**config.mk**
```make
export PLATFORM = sky130hd
export DESIGN_NAME = frame_tick_scheduler_flat
export DESIGN_NICKNAME = d
export VERILOG_FILES = /design/src/rtl/frame_tick_scheduler_if.sv /design/src/rtl/frame_tick_scheduler.sv /design/src/flat_wrapper.sv
export SDC_FILE = /design/constraint.sdc
export NUM_CORES = 1
export LEC_CHECK = 0
export ABC_AREA = 1
export CAP_MARGIN = 20
export CORE_MARGIN = 8
export CORE_UTILIZATION = 60
export CTS_BUF_LIST = sky130_fd_sc_hd__clkbuf_8
export CTS_CLUSTER_SIZE = 24
export DETAILED_ROUTE_END_ITERATION = 6
export PLACE_DENSITY_LB_ADDON = 0.25
export SYNTH_ARGS = -nofsm -noshare
export SYNTH_HDL_FRONTEND = slang
export SYNTH_SLANG_ARGS = --single-unit
```
**constraint.sdc**
```tcl
create_clock -name clk -period 2.4 [get_ports clk]
set_input_delay 0.24 -clock clk [delete_from_list [all_inputs] [get_ports clk]]
set_output_delay 0.24 -clock clk [all_outputs]
set_load 0.02 [all_outputs]
```
**src/rtl/frame_tick_scheduler_if.sv**
```systemverilog
// ---------------------------------------------------------------------------
// frame_tick_scheduler_if
// Handshake bundle between the frame tick scheduler and the game datapath
// (snake-position logic, collision logic and board memory).
//
//   move_req   scheduler -> datapath : advance the snake one step
//   move_done  datapath -> scheduler : move finished
//   check_req  scheduler -> datapath : run the collision check
//   check_done datapath -> scheduler : collision check finished
//   collision  datapath -> scheduler : collision result, valid with check_done
//   commit     scheduler -> datapath : one-cycle pulse, board memory may update
//
// master : the scheduler side; slave : the datapath side.
// ---------------------------------------------------------------------------
interface frame_tick_scheduler_if;
  logic move_req;
  logic move_done;
  logic check_req;
  logic check_done;
  logic collision;
  logic commit;

  modport master (
    output move_req,
    output check_req,
    output commit,
    input  move_done,
    input  check_done,
    input  collision
  );

  modport slave (
    input  move_req,
    input  check_req,
    input  commit,
    output move_done,
    output check_done,
    output collision
  );
endinterface

```
**src/rtl/frame_tick_scheduler.sv**
```systemverilog
// ---------------------------------------------------------------------------
// frame_tick_scheduler
// Turns VGA vertical-blanking edges into game steps. Every eff_speed enabled
// frames a tick starts a MOVE -> CHECK -> COMMIT handshake sequence with the
// datapath; a collision ends the game in GAMEOVER until restart. Handshakes
// are guarded by a TIMEOUT watchdog, and running the step sequence outside
// vertical blanking (or dropping a tick because the sequence is still busy)
// is flagged in the sticky overrun bit.
//
// Ports
//   clk          system/pixel clock, rising edge
//   rst          asynchronous active-low reset
//   vblnk_in     vertical blanking from VGA timing
//   enable       game running; 0 freezes frame counting
//   speed_sel    frames per game step (0 behaves as 1)
//   restart      single-cycle pulse that leaves GAMEOVER
//   hs           handshake bundle (master side), see frame_tick_scheduler_if
//   game_over    high while in GAMEOVER
//   busy         high in MOVE, CHECK and COMMIT
//   overrun      sticky: sequence ran outside vblank, or a tick was dropped
//   timeout_err  sticky: a done handshake exceeded TIMEOUT cycles
// ---------------------------------------------------------------------------
module frame_tick_scheduler #(
  parameter int TIMEOUT = 1023,
  parameter int CNT_W   = 4
) (
  input  logic                     clk,
  input  logic                     rst,
  input  logic                     vblnk_in,
  input  logic                     enable,
  input  logic [CNT_W-1:0]         speed_sel,
  input  logic                     restart,
  frame_tick_scheduler_if.master   hs,
  output logic                     game_over,
  output logic                     busy,
  output logic                     overrun,
  output logic                     timeout_err
);

  localparam logic [2:0] ST_IDLE     = 3'd0;
  localparam logic [2:0] ST_MOVE     = 3'd1;
  localparam logic [2:0] ST_CHECK    = 3'd2;
  localparam logic [2:0] ST_COMMIT   = 3'd3;
  localparam logic [2:0] ST_GAMEOVER = 3'd4;

  localparam int              WAIT_W    = (TIMEOUT < 2) ? 1 : $clog2(TIMEOUT + 1);
  localparam logic [WAIT_W-1:0] WAIT_LAST = WAIT_W'(TIMEOUT - 1);

  logic [2:0]        state_r;
  logic [2:0]        state_s;
  logic              vblnk_q_r;
  logic              armed_r;
  logic              tick_r;
  logic [CNT_W-1:0]  frame_cnt_r;
  logic [CNT_W-1:0]  eff_last_s;
  logic [WAIT_W-1:0] wait_r;
  logic              overrun_r;
  logic              timeout_err_r;
  logic              move_req_r;
  logic              check_req_r;
  logic              commit_r;
  logic              game_over_r;
  logic              busy_r;

  logic              frame_start_s;
  logic              busy_state_s;
  logic              count_en_s;
  logic              timeout_hit_s;
  logic              restart_go_s;

  // armed_r keeps a vblank that is already high when reset releases from
  // looking like a fresh rising edge: blanking must be seen low first.
  assign frame_start_s = vblnk_in & ~vblnk_q_r & armed_r;
  assign busy_state_s  = (state_r == ST_MOVE) || (state_r == ST_CHECK) ||
                         (state_r == ST_COMMIT);
  // Frames only count while idle; edges in busy states are dropped.
  assign count_en_s    = frame_start_s & enable & (state_r == ST_IDLE);

  // Last frame index of a step period: speed_sel-1, with 0 behaving as 1.
  always_comb begin
    eff_last_s = '0;
    if (speed_sel == '0) begin
      eff_last_s = '0;
    end else begin
      eff_last_s = speed_sel - CNT_W'(1);
    end
  end

  // Next-state logic of the step sequencer.
  always_comb begin
    state_s       = state_r;
    timeout_hit_s = 1'b0;
    restart_go_s  = 1'b0;
    case (state_r)
      ST_IDLE: begin
        if (tick_r) begin
          state_s = ST_MOVE;
        end else begin
          state_s = ST_IDLE;
        end
      end
      ST_MOVE: begin
        if (hs.move_done) begin
          state_s = ST_CHECK;
        end else if (wait_r == WAIT_LAST) begin
          state_s       = ST_IDLE;
          timeout_hit_s = 1'b1;
        end else begin
          state_s = ST_MOVE;
        end
      end
      ST_CHECK: begin
        if (hs.check_done) begin
          if (hs.collision) begin
            state_s = ST_GAMEOVER;
          end else begin
            state_s = ST_COMMIT;
          end
        end else if (wait_r == WAIT_LAST) begin
          state_s       = ST_IDLE;
          timeout_hit_s = 1'b1;
        end else begin
          state_s = ST_CHECK;
        end
      end
      ST_COMMIT: begin
        state_s = ST_IDLE;
      end
      ST_GAMEOVER: begin
        if (restart) begin
          state_s      = ST_IDLE;
          restart_go_s = 1'b1;
        end else begin
          state_s = ST_GAMEOVER;
        end
      end
      default: begin
        state_s = ST_IDLE;
      end
    endcase
  end

  // State register and vblank edge detector.
  always_ff @(posedge clk or negedge rst) begin
    if (!rst) begin
      state_r   <= ST_IDLE;
      vblnk_q_r <= 1'b0;
      armed_r   <= 1'b0;
    end else begin
      state_r   <= state_s;
      vblnk_q_r <= vblnk_in;
      armed_r   <= armed_r | ~vblnk_in;
    end
  end

  // Frame counter and tick generation.
  always_ff @(posedge clk or negedge rst) begin
    if (!rst) begin
      frame_cnt_r <= '0;
      tick_r      <= 1'b0;
    end else begin
      if (restart_go_s) begin
        frame_cnt_r <= '0;
        tick_r      <= 1'b0;
      end else if (count_en_s) begin
        if (frame_cnt_r >= eff_last_s) begin
          frame_cnt_r <= '0;
          tick_r      <= 1'b1;
        end else begin
          frame_cnt_r <= frame_cnt_r + CNT_W'(1);
          tick_r      <= 1'b0;
        end
      end else begin
        frame_cnt_r <= frame_cnt_r;
        tick_r      <= 1'b0;
      end
    end
  end

  // Handshake watchdog: restarts on every state change, counts while waiting.
  always_ff @(posedge clk or negedge rst) begin
    if (!rst) begin
      wait_r <= '0;
    end else begin
      if (state_s != state_r) begin
        wait_r <= '0;
      end else if ((state_r == ST_MOVE) || (state_r == ST_CHECK)) begin
        wait_r <= wait_r + WAIT_W'(1);
      end else begin
        wait_r <= '0;
      end
    end
  end

  // Sticky error flags, cleared only by restart from GAMEOVER or reset.
  always_ff @(posedge clk or negedge rst) begin
    if (!rst) begin
      overrun_r     <= 1'b0;
      timeout_err_r <= 1'b0;
    end else begin
      if (restart_go_s) begin
        overrun_r <= 1'b0;
      end else if (busy_state_s && (frame_start_s || !vblnk_in)) begin
        overrun_r <= 1'b1;
      end else begin
        overrun_r <= overrun_r;
      end

      if (restart_go_s) begin
        timeout_err_r <= 1'b0;
      end else if (timeout_hit_s) begin
        timeout_err_r <= 1'b1;
      end else begin
        timeout_err_r <= timeout_err_r;
      end
    end
  end

  // Outputs registered from the next state so they line up with state_r.
  always_ff @(posedge clk or negedge rst) begin
    if (!rst) begin
      move_req_r  <= 1'b0;
      check_req_r <= 1'b0;
      commit_r    <= 1'b0;
      game_over_r <= 1'b0;
      busy_r      <= 1'b0;
    end else begin
      move_req_r  <= (state_s == ST_MOVE);
      check_req_r <= (state_s == ST_CHECK);
      commit_r    <= (state_s == ST_COMMIT);
      game_over_r <= (state_s == ST_GAMEOVER);
      busy_r      <= (state_s == ST_MOVE) || (state_s == ST_CHECK) ||
                     (state_s == ST_COMMIT);
    end
  end

  assign hs.move_req  = move_req_r;
  assign hs.check_req = check_req_r;
  assign hs.commit    = commit_r;
  assign game_over    = game_over_r;
  assign busy         = busy_r;
  assign overrun      = overrun_r;
  assign timeout_err  = timeout_err_r;

endmodule

```
**src/flat_wrapper.sv**
```systemverilog
// flat-port wrapper written by rule: the top's interface ports become plain ports
module frame_tick_scheduler_flat 
#(
  parameter int TIMEOUT = 1023,
  parameter int CNT_W   = 4
)
  (clk, rst, vblnk_in, enable, speed_sel, restart, game_over, busy, overrun, timeout_err, hs_move_req, hs_check_req, hs_commit, hs_move_done, hs_check_done, hs_collision);
  frame_tick_scheduler_if hs_i ();
  input  logic clk;
  input  logic rst;
  input  logic vblnk_in;
  input  logic enable;
  input  logic [CNT_W-1:0] speed_sel;
  input  logic restart;
  output logic game_over;
  output logic busy;
  output logic overrun;
  output logic timeout_err;
  output wire logic [$bits(hs_i.move_req)-1:0] hs_move_req;
  output wire logic [$bits(hs_i.check_req)-1:0] hs_check_req;
  output wire logic [$bits(hs_i.commit)-1:0] hs_commit;
  input wire logic [$bits(hs_i.move_done)-1:0] hs_move_done;
  input wire logic [$bits(hs_i.check_done)-1:0] hs_check_done;
  input wire logic [$bits(hs_i.collision)-1:0] hs_collision;
  assign hs_move_req = hs_i.move_req;
  assign hs_check_req = hs_i.check_req;
  assign hs_commit = hs_i.commit;
  assign hs_i.move_done = hs_move_done;
  assign hs_i.check_done = hs_check_done;
  assign hs_i.collision = hs_collision;
  frame_tick_scheduler #(.TIMEOUT(TIMEOUT), .CNT_W(CNT_W)) u_core (.clk(clk), .rst(rst), .vblnk_in(vblnk_in), .enable(enable), .speed_sel(speed_sel), .restart(restart), .hs(hs_i), .game_over(game_over), .busy(busy), .overrun(overrun), .timeout_err(timeout_err));
endmodule
```
Word level (Yosys, flattened, before mapping)
Cells that the tools add are included.
{ "op_classes": {"eq_ne": 10, "n_reduce_logical": 12, "n_mux": 27, "add_sub_neg": 3, "magnitude_cmp": 1, "bitwise": 7} }
{ "ops": {"columns": ["operator", "count"], "rows": [
  ["$mux 10", 2],
  ["$mux 4", 4],
  ["$mux 1", 14],
  ["$eq 3x2->1 const B", 4],
  ["$mux 3", 4],
  ["$pmux 3 s4", 1],
  ["$add 10x1->10 const B", 1],
  ["$eq 10x10->1 const B", 1],
  ["$eq 3x1->1 const B", 2],
  ["$eq 3x3->1 const B", 2],
  ["$reduce_bool 2->1", 3],
  ["$logic_or 1x1->1", 5],
  ["$add 4x1->4 const B", 1],
  ["$and 1x1->1", 4],
  ["$ge 4x4->1", 1],
  ["$logic_not 4->1", 1],
  ["$sub 4x1->4 const B", 1],
  ["$logic_not 3->1", 1],
  ["$ne 3x3->1", 1],
  ["$mux 2", 1],
  ["$not 1->1", 2],
  ["$pmux 1 s2", 1],
  ["$logic_and 1x1->1", 1],
  ["$logic_not 1->1", 1],
  ["$or 1x1->1", 1]
]} }
{ "totals": {"input_bits": 12, "register_bits": 27, "output_inout_bits": 7} }

Depth between registers and ports, before layout
Gate-level depths: netlist of the first run.
{ "logic_depth": {"depth_word": 7, "mapped_depth": 11, "ltp_nobuf": 11} }

Least setup slack after synthesis of the first run
No wires, ideal clock.
{ "synth_path": {"path_kind": "input to register", "startpoint": "input speed_sel[1]", "endpoint": "register u_core.tick_r", "setup_time_ns": 0.113, "t_arrival_ns": 1.424, "path_slack_ns": 0.864, "cell_stages": 9, "path_buffers": 0, "t_required_ns": 2.287, "path_cell_list": "nor2_1 -> inv_1 -> o21ai_0 -> ha_1 -> a21o_1 -> a31oi_1 -> nand2_1 -> nand2_1 -> inv_1"} }
{ "synth_between": {"elab_chain_cells": 6, "word_cells_on_any_way": 7, "classes_between": "add/sub (1); order compare (1); mux (4); reduce/logical (1)"} }
{ "synth_lines": {"columns": ["item", "line_no", "rtl"], "rows": [
  ["start, declared", "flat_wrapper.sv:13", "input logic [CNT_W-1:0] speed_sel;"],
  ["$sub 4x1->4 / $logic_not 4->1 (equally long branches)", "frame_tick_scheduler.sv:85, frame_tick_scheduler.sv:82", null],
  ["$mux 4 *", "frame_tick_scheduler.sv:82", "if (speed_sel == '0) begin"],
  ["$ge 4x4->1 *", "frame_tick_scheduler.sv:166", "if (frame_cnt_r >= eff_last_s) begin"],
  ["$mux 1 *", "frame_tick_scheduler.sv:166", null],
  ["$mux 1 *", "frame_tick_scheduler.sv:165", "end else if (count_en_s) begin"],
  ["$mux 1 *", "frame_tick_scheduler.sv:162", "if (restart_go_s) begin"],
  ["end signal, assigned", "frame_tick_scheduler.sv:164", "tick_r <= 1'b0;"],
  ["end signal, assigned", "frame_tick_scheduler.sv:168", "tick_r <= 1'b1;"],
  ["end signal, assigned", "frame_tick_scheduler.sv:171", "tick_r <= 1'b0;"],
  ["end, declared", "frame_tick_scheduler.sv:53", "logic tick_r;"]
]} }
Every way passes the cells marked *; elsewhere a longest branch is shown, timed or not.
A chain may end at the register's enable or synchronous reset.

Final worst setup path of the first run
{ "layout_path": {"startpoint": "input speed_sel[0]", "endpoint": "register u_core.frame_cnt_r[2]"} }
{ "layout_between": {"elab_chain_cells": 6, "word_cells_on_any_way": 7, "classes_between": "add/sub (1); order compare (1); mux (4); reduce/logical (1)"} }
{ "layout_lines": {"columns": ["item", "line_no", "rtl"], "rows": [
  ["$sub 4x1->4 / $logic_not 4->1 (equally long branches)", "frame_tick_scheduler.sv:85, frame_tick_scheduler.sv:82", null],
  ["$mux 4 *", "frame_tick_scheduler.sv:82", null],
  ["$ge 4x4->1 *", "frame_tick_scheduler.sv:166", null],
  ["$mux 4 *", "frame_tick_scheduler.sv:166", null],
  ["$mux 4 *", "frame_tick_scheduler.sv:165", null],
  ["$mux 4 *", "frame_tick_scheduler.sv:162", null],
  ["end signal, assigned", "frame_tick_scheduler.sv:170", "frame_cnt_r <= frame_cnt_r + CNT_W'(1);"],
  ["end signal, assigned", "frame_tick_scheduler.sv:174", "frame_cnt_r <= frame_cnt_r;"],
  ["end, declared", "frame_tick_scheduler.sv:54", "logic [CNT_W-1:0] frame_cnt_r;"]
]} }
Every way passes the cells marked *; elsewhere a longest branch is shown, timed or not. The select of a mux whose other input is x is not followed.

==> metrics.txt, run 1 <==
gpl congestion=just over 0.8; PwrDens=roughly 790 mW/mm²; vias in the first global route=~1300; initial antenna violation count=0; status=finished clean; Final setup viols=0; Max-slew headroom=approximately 69%; worst skew pair latency=280 ps; Peak VDD IR=about 0.00070 V; max cap viols=0; PortBufs=18; DP HPWL=between 2000 and 2500 µm; worst min path class=primary input to async pin; WL/cell=between 10 and 15 µm; diodes inserted=0; Rows=18; Pins Over Slew Limit=0; critical-path maximum fanout=4; Clk pwr share=18.8%; Worst EP required=between 2000 and 3000 ps; Fin Clk Skew=6.60 ps; dpl cells=roughly 230; drc violations=0; sequential power share=43.8%; combinational share of power=a little under two fifths; H-tree depth=1; Syn Area/Cell=between 8 and 9 µm²; Starting DRT DRC Count=60; clock sinks=27; r2r worst-path depth=8; Post-DRT Antenna Nets=0; crit path capture type=register; Die Ht=roughly 66 µm; Max Freq=527 MHz; hold-fix buffer count after cts=0; Synth Warn #=0; WHS=between 300 and 400 ps; Chip Width=roughly 66 µm; Sum Neg Setup Slack=0 ps; via-per-instance ratio=~5.5; CTS tree=done; post-synthesis cell area=0.00149 mm²; Fillers=approximately 180; critical path type=primary input to register; die area=around 0.0043 mm²; vias=1309; reg2reg setup slack=roughly 730 ps; largest net degree at the start of global routing=28; register area share after synthesis=a little under half; Setup Buffers After CTS=0; CP Launch Type=primary input; CORE AREA=~0.0024 mm²; GRT Util Overall=between 15 and 20%; period utilisation layout=between 70 and 80%; Longest Clk Path Bufs=2; first-pass GRT wire length=roughly 5500 µm; post-CTS resize count=0; Multi-input gate area=between 700 and 800 µm²; Pleak=roughly 0.92 nW; NetSw=~0.00055 W; reg-to-reg startpoint=u_core.wait_r[0]$_DFF_PN0_; max reg flops=10; Worst Tran Pin Value=466 ps; share of cells above drive strength 1=approximately 7.7%; worst r2r dst=u_core.busy$_DFF_PN0_; Cell Int Power=about 0.00084 W; Post-Syn Instances=185; Remaining Overflow, GRT=0; Initial Util=61.7%; Syn Nets=a little over 200; #FFs+latches synth=27; flip-flop and latch area=approximately 680 µm²; count of final hold-check violations=0; Largest regs=u_core.wait_r x10, u_core.frame_cnt_r x4, u_core.state_r x3; TritonCTS Buffers=3; io pins=19; routed wire length=between 3000 and 4000 µm; CTS clock-pin slew for the worst setup and hold paths=90 ps; Area Overhead vs Synth=18.0%; switching fraction of total power=roughly 40%; Root Buffer=clkbuf_8; final non-filler cell total=around 240; crit path time final=roughly 1900 ps; RSZ-0062 raised after global routing=no; final net count=between 200 and 250; distinct cell type count after synthesis=28; Top reg by flops=u_core.wait_r; DRT Pass-1 Iters=4; data arrival time of the worst path=about 2100 ps
-- per-layer routing --
metal / wire, µm / GRT usage, % / vias up / part of all wire (%)
met4: 53 / 8.17 / 0 / 1.7
met5: 0 / 0 / - / 0
li1: - / - / 647 / -
met1: 1260 / 16.8 / 620 / 40
met3: 165 / 3.56 / 7 / 5.3
met2: 1660 / 28.3 / 35 / 53
-- power by group through the flow --
stage | Clock (W) | Combinational, W | Sequential, W
6_report | 0.000261 | 0.000519 | 0.000607
3_3_place_gp | 0 | 0.000502 | 0.000607
5_1_grt | 0.000293 | 0.000589 | 0.000617
3_5_place_dp | 0 | 0.000525 | 0.000613
2_1_floorplan | 0 | 0.000343 | 0.000612
4_1_cts | 0.000273 | 0.000527 | 0.000605
-- how the worst max path moves through the flow --
stage                                                   end         start  slack, ps  cells past startpoint
after global placement              u_core.tick_r$_DFF_PN0_  speed_sel[0]        330                     10
after CTS                 u_core.frame_cnt_r[2]$_DFFE_PN0P_  speed_sel[0]        520                     10
after floorplan                     u_core.tick_r$_DFF_PN0_  speed_sel[1]        860                      9
final                     u_core.frame_cnt_r[2]$_DFFE_PN0P_  speed_sel[0]        500                     10
after global routing      u_core.frame_cnt_r[2]$_DFFE_PN0P_  speed_sel[1]        360                      9
after detailed placement  u_core.frame_cnt_r[2]$_DFFE_PN0P_  speed_sel[0]        220                     11
-- cells in the mapped netlist (all sizes together) --
cell type	n	area, µm²
o21ai	9	48.8
nor2	21	91.3
or2	2	12.5
clkbuf	1	3.75
xor2	1	8.76
o21bai	2	15.0
a21o	1	7.51
nor4	1	6.26
o211ai	1	7.51
nand4	9	56.3
ha	7	87.6
inv	28	105
a21oi	6	30.0
nand3	21	128
nand2	42	163
a31oi	2	12.5
dfrtp	27	676
nor3	3	20.0
xnor2	1	8.76
-- cell usage in the layout, fill, tap and decap left out, types with 2 or more instances in the layout --
master	synthesis	final
a21oi_1	6	6
nand3_1	18	18
nand2_2	2	2
nor2_1	18	18
nand2_1	40	40
o21bai_1	2	2
nand3_2	2	2
dfrtp_1	27	27
o21ai_0	7	7
a31oi_1	2	2
clkbuf_8	0	3
nand4_1	9	9
clkdlybuf4s50_1	0	18
inv_1	28	28
nor3_1	2	2
nor2_2	2	2
ha_1	7	7
-- final cells by class --
class,count,area share [%]
Multi-Input combinational cell,129,40.1
Sequential cell,27,38.5
Timing Repair Buffer,19,10.7
Inverter,28,5.99
Clock buffer,3,2.35
Tap cell,30,2.14
Clock inverter,1,0.285
-- metrics by stage --
step / utilization [%] / total power, W / worst slack (ps) / area [µm²]
floorplan: - / 0.000956 / 864 / 1490
global placement: 70.9 / 0.00111 / 335 / 1710
detailed placement: 70.9 / 0.00114 / 223 / 1710
CTS: 72.8 / 0.00141 / 522 / 1760
global route: 72.8 / 0.00150 / 356 / 1760
finish: 72.8 / 0.00139 / 501 / 1760
-- kinds of logic after synthesis --
group                    count (synthesis)  share of synthesized area [%]
AND/OR/NAND/NOR                         99                           32.0
buffers and inverters                   29                           7.32
flip-flops                              27                           45.4
AO/OA/AOI/OAI                           21                           8.16
adder cells (fa/ha/maj)                  7                           5.89
XOR/XNOR                                 2                           1.18
-- worst max-delay path, stage by stage --
cell,delay (ps)
clkdlybuf4s50_1,450
nor2_1,180
inv_1,80
a21oi_1,160
o21ai_0,110
ha_1,190
a21o_1,170
a31oi_1,260
nand2_1,140
o21ai_1,140
No activity file was read; power rests on OpenSTA's default activity.
==> run 2: changes to the inputs <==
--- a/config.mk
+++ b/config.mk
@@ -8,7 +8,7 @@
 export ABC_AREA = 1
 export CAP_MARGIN = 20
 export CORE_MARGIN = 8
-export CORE_UTILIZATION = 60
+export CORE_UTILIZATION = 57
 export CTS_BUF_LIST = sky130_fd_sc_hd__clkbuf_8
 export CTS_CLUSTER_SIZE = 24
 export DETAILED_ROUTE_END_ITERATION = 6
==> constraint.sdc (replaced) <==
create_clock -name clk -period 1.84 [get_ports clk]
set_input_delay 0.184 -clock clk [delete_from_list [all_inputs] [get_ports clk]]
set_output_delay 0.184 -clock clk [all_outputs]
set_load 0.02 [all_outputs]
==> metrics.txt, run 2 (synthesized netlist as in run 1, its figures left out) <==
status=finished clean; NetSw=0.000734 W; Area Overhead vs Synth=21.9%; routed wire length=3180 µm; clock sinks=27; PwrDens=roughly 1000 mW/mm²; CP Launch Type=primary input; final non-filler cell total=242; first-pass GRT wire length=about 5300 µm; Clk pwr share=18.2%; dpl cells=between 200 and 250; data arrival time of the worst path=1900 ps; CTS tree=done; Max Freq=587 MHz; H-tree depth=1; crit path capture type=register; Worst Tran Pin Value=about 360 ps; r2r worst-path depth=8; worst skew pair latency=approximately 270 ps; commonest non-fill, non-tap cell in the layout=nand2_1; Final Cell Area=between 0.0015 and 0.002 mm²; max cap viols=0; most frequent cells in the layout=40 x nand2_1, 28 x inv_1, 27 x dfrtp_1, 18 x nand3_1, 17 x nor2_1; routed wl met3=132 µm; TritonCTS Buffers=3; Longest Clk Path Bufs=2; Pleak=about 0.98 nW; Rows=18; DRT Pass-1 Iters=4; gpl congestion=between 0.8 and 0.9; Fin Clk Skew=around 10 ps; GRT Util Overall=between 10 and 15%; Peak VDD IR=between 0.0007 and 0.0008 V; diodes inserted=0; critical path type=primary input to register; Metal-1 WL=~1300 µm; total power=0.00184 W; io pins=19; Worst EP required=2030 ps; Starting DRT DRC Count=between 90 and 100; final net count=around 230; vias=approximately 1300; worst min path class=primary input to async pin; Initial Util=about three fifths; Remaining Overflow, GRT=0; CORE AREA=0.00248 mm²; Top reg by flops=u_core.wait_r; Final setup viols=0; Chip Width=~67 µm; switching fraction of total power=between 30 and 40%; Root Buffer=clkbuf_8; combinational share of power=between 30% and 40%; Post-Place Setup Slack=-384 ps; DR top layer=met4; crit path time final=between 1500 and 2000 ps; Cell Int Power=0.00111 W; vias in the first global route=1273; reg2reg setup slack=about 230 ps; Placement Cell Area=between 0.0015 and 0.002 mm²; drc violations=0; WL/cell=13.1 µm; Fillers=around 200; Multi-input gate area=716 µm²; Pins Over Slew Limit=0; Sum Neg Setup Slack=0 ps; flip-flop and latch area=roughly 680 µm²; Die Ht=between 60 and 70 µm; PortBufs=18; die area=about 0.0045 mm²; count of final hold-check violations=0; DP HPWL=around 2400 µm; CTS clock-pin slew for the worst setup and hold paths=approximately 100 ps; Largest regs=u_core.wait_r x10, u_core.frame_cnt_r x4, u_core.state_r x3; met2 WL post-DR=1630 µm; Max-slew headroom=75.8%; largest net degree at the start of global routing=28; share of cells above drive strength 1=between 10% and 20%; sequential power share=between 40 and 50%; critical-path maximum fanout=4; Post-DRT Antenna Nets=0; via-per-instance ratio=around 5.5; final setup margin=about 140 ps; initial antenna violation count=0; RSZ-0062 raised after global routing=no; max reg flops=10; period utilisation layout=92.6%
==> run 2: changes by cell type in the layout (fill, tap and decap cells not counted), sizes merged <==
| cell | before | now |
|---|---|---|
| buf | 1 | 6 |
| clkdlybuf4s50 | 18 | 15 |
| dlymetal6s2s | 0 | 3 |
==> run 2: final timing paths <==
path	startpoint	to
worst min register to register	u_core.armed_r$_DFF_PN0_	u_core.armed_r$_DFF_PN0_
worst min-delay path	rst	u_core.wait_r[1]$_DFF_PN0_
worst max register to register	u_core.wait_r[0]$_DFF_PN0_	u_core.busy$_DFF_PN0_
max in group asynchronous	rst	u_core.frame_cnt_r[3]$_DFFE_PN0P_
worst max-delay path	speed_sel[3]	u_core.frame_cnt_r[2]$_DFFE_PN0P_
min in group clk	vblnk_in	u_core.vblnk_q_r$_DFF_PN0_
==> run 2: layout make-up <==
type	count	area share, %
multi-input combinational	129	39.5
sequential	27	37.3
timing repair buffer	24	12.8
inverter	28	5.80
clock buffer	3	2.28
tap	30	2.07
clock inverter	1	0.276
==> run 2: routing by layer <==
metal,GRT usage (%),up-vias
li1,-,661
met1,16.9,630
met2,25.9,37
met3,2.01,10
met4,8.09,0
met5,0,-
==> run 2: through the flow <==
stage / util (%) / hold WS, ps
floorplan: - / -112
global placement: 69.9 / 427
detailed placement: 69.9 / 440
CTS: 72.0 / 283
global route: 73.2 / 318
finish: 73.2 / 273
==> run 2: worst max-delay path: stages <==
cell             delay, ps
clkdlybuf4s50_1        470
inv_1                   60
a21oi_2                150
a21oi_1                 60
ha_1                   310
inv_1                   60
o21bai_1                60
a31oi_2                270
nand2_1                110
o21ai_1                150
==> run 2: repair_timing <==
item                       4_1_cts  5_1_grt
pin swaps                        0        6
resized for setup                1        5
setup endpoints to repair        5        5
buffers inserted                 0        2
hold buffers                     0        0
==> run 2: power by group through the flow <==
| stage | Sequential [W] | Combinational, W | Clock [W] |
|---|---|---|---|
| after detailed placement | 0.000795 | 0.000697 | 0 |
| after global routing | 0.000803 | 0.000806 | 0.000369 |
| final | 0.000788 | 0.000721 | 0.000335 |
| after global placement | 0.000792 | 0.000657 | 0 |
| after CTS | 0.000785 | 0.000708 | 0.000344 |
| after floorplan | 0.000799 | 0.000448 | 0 |
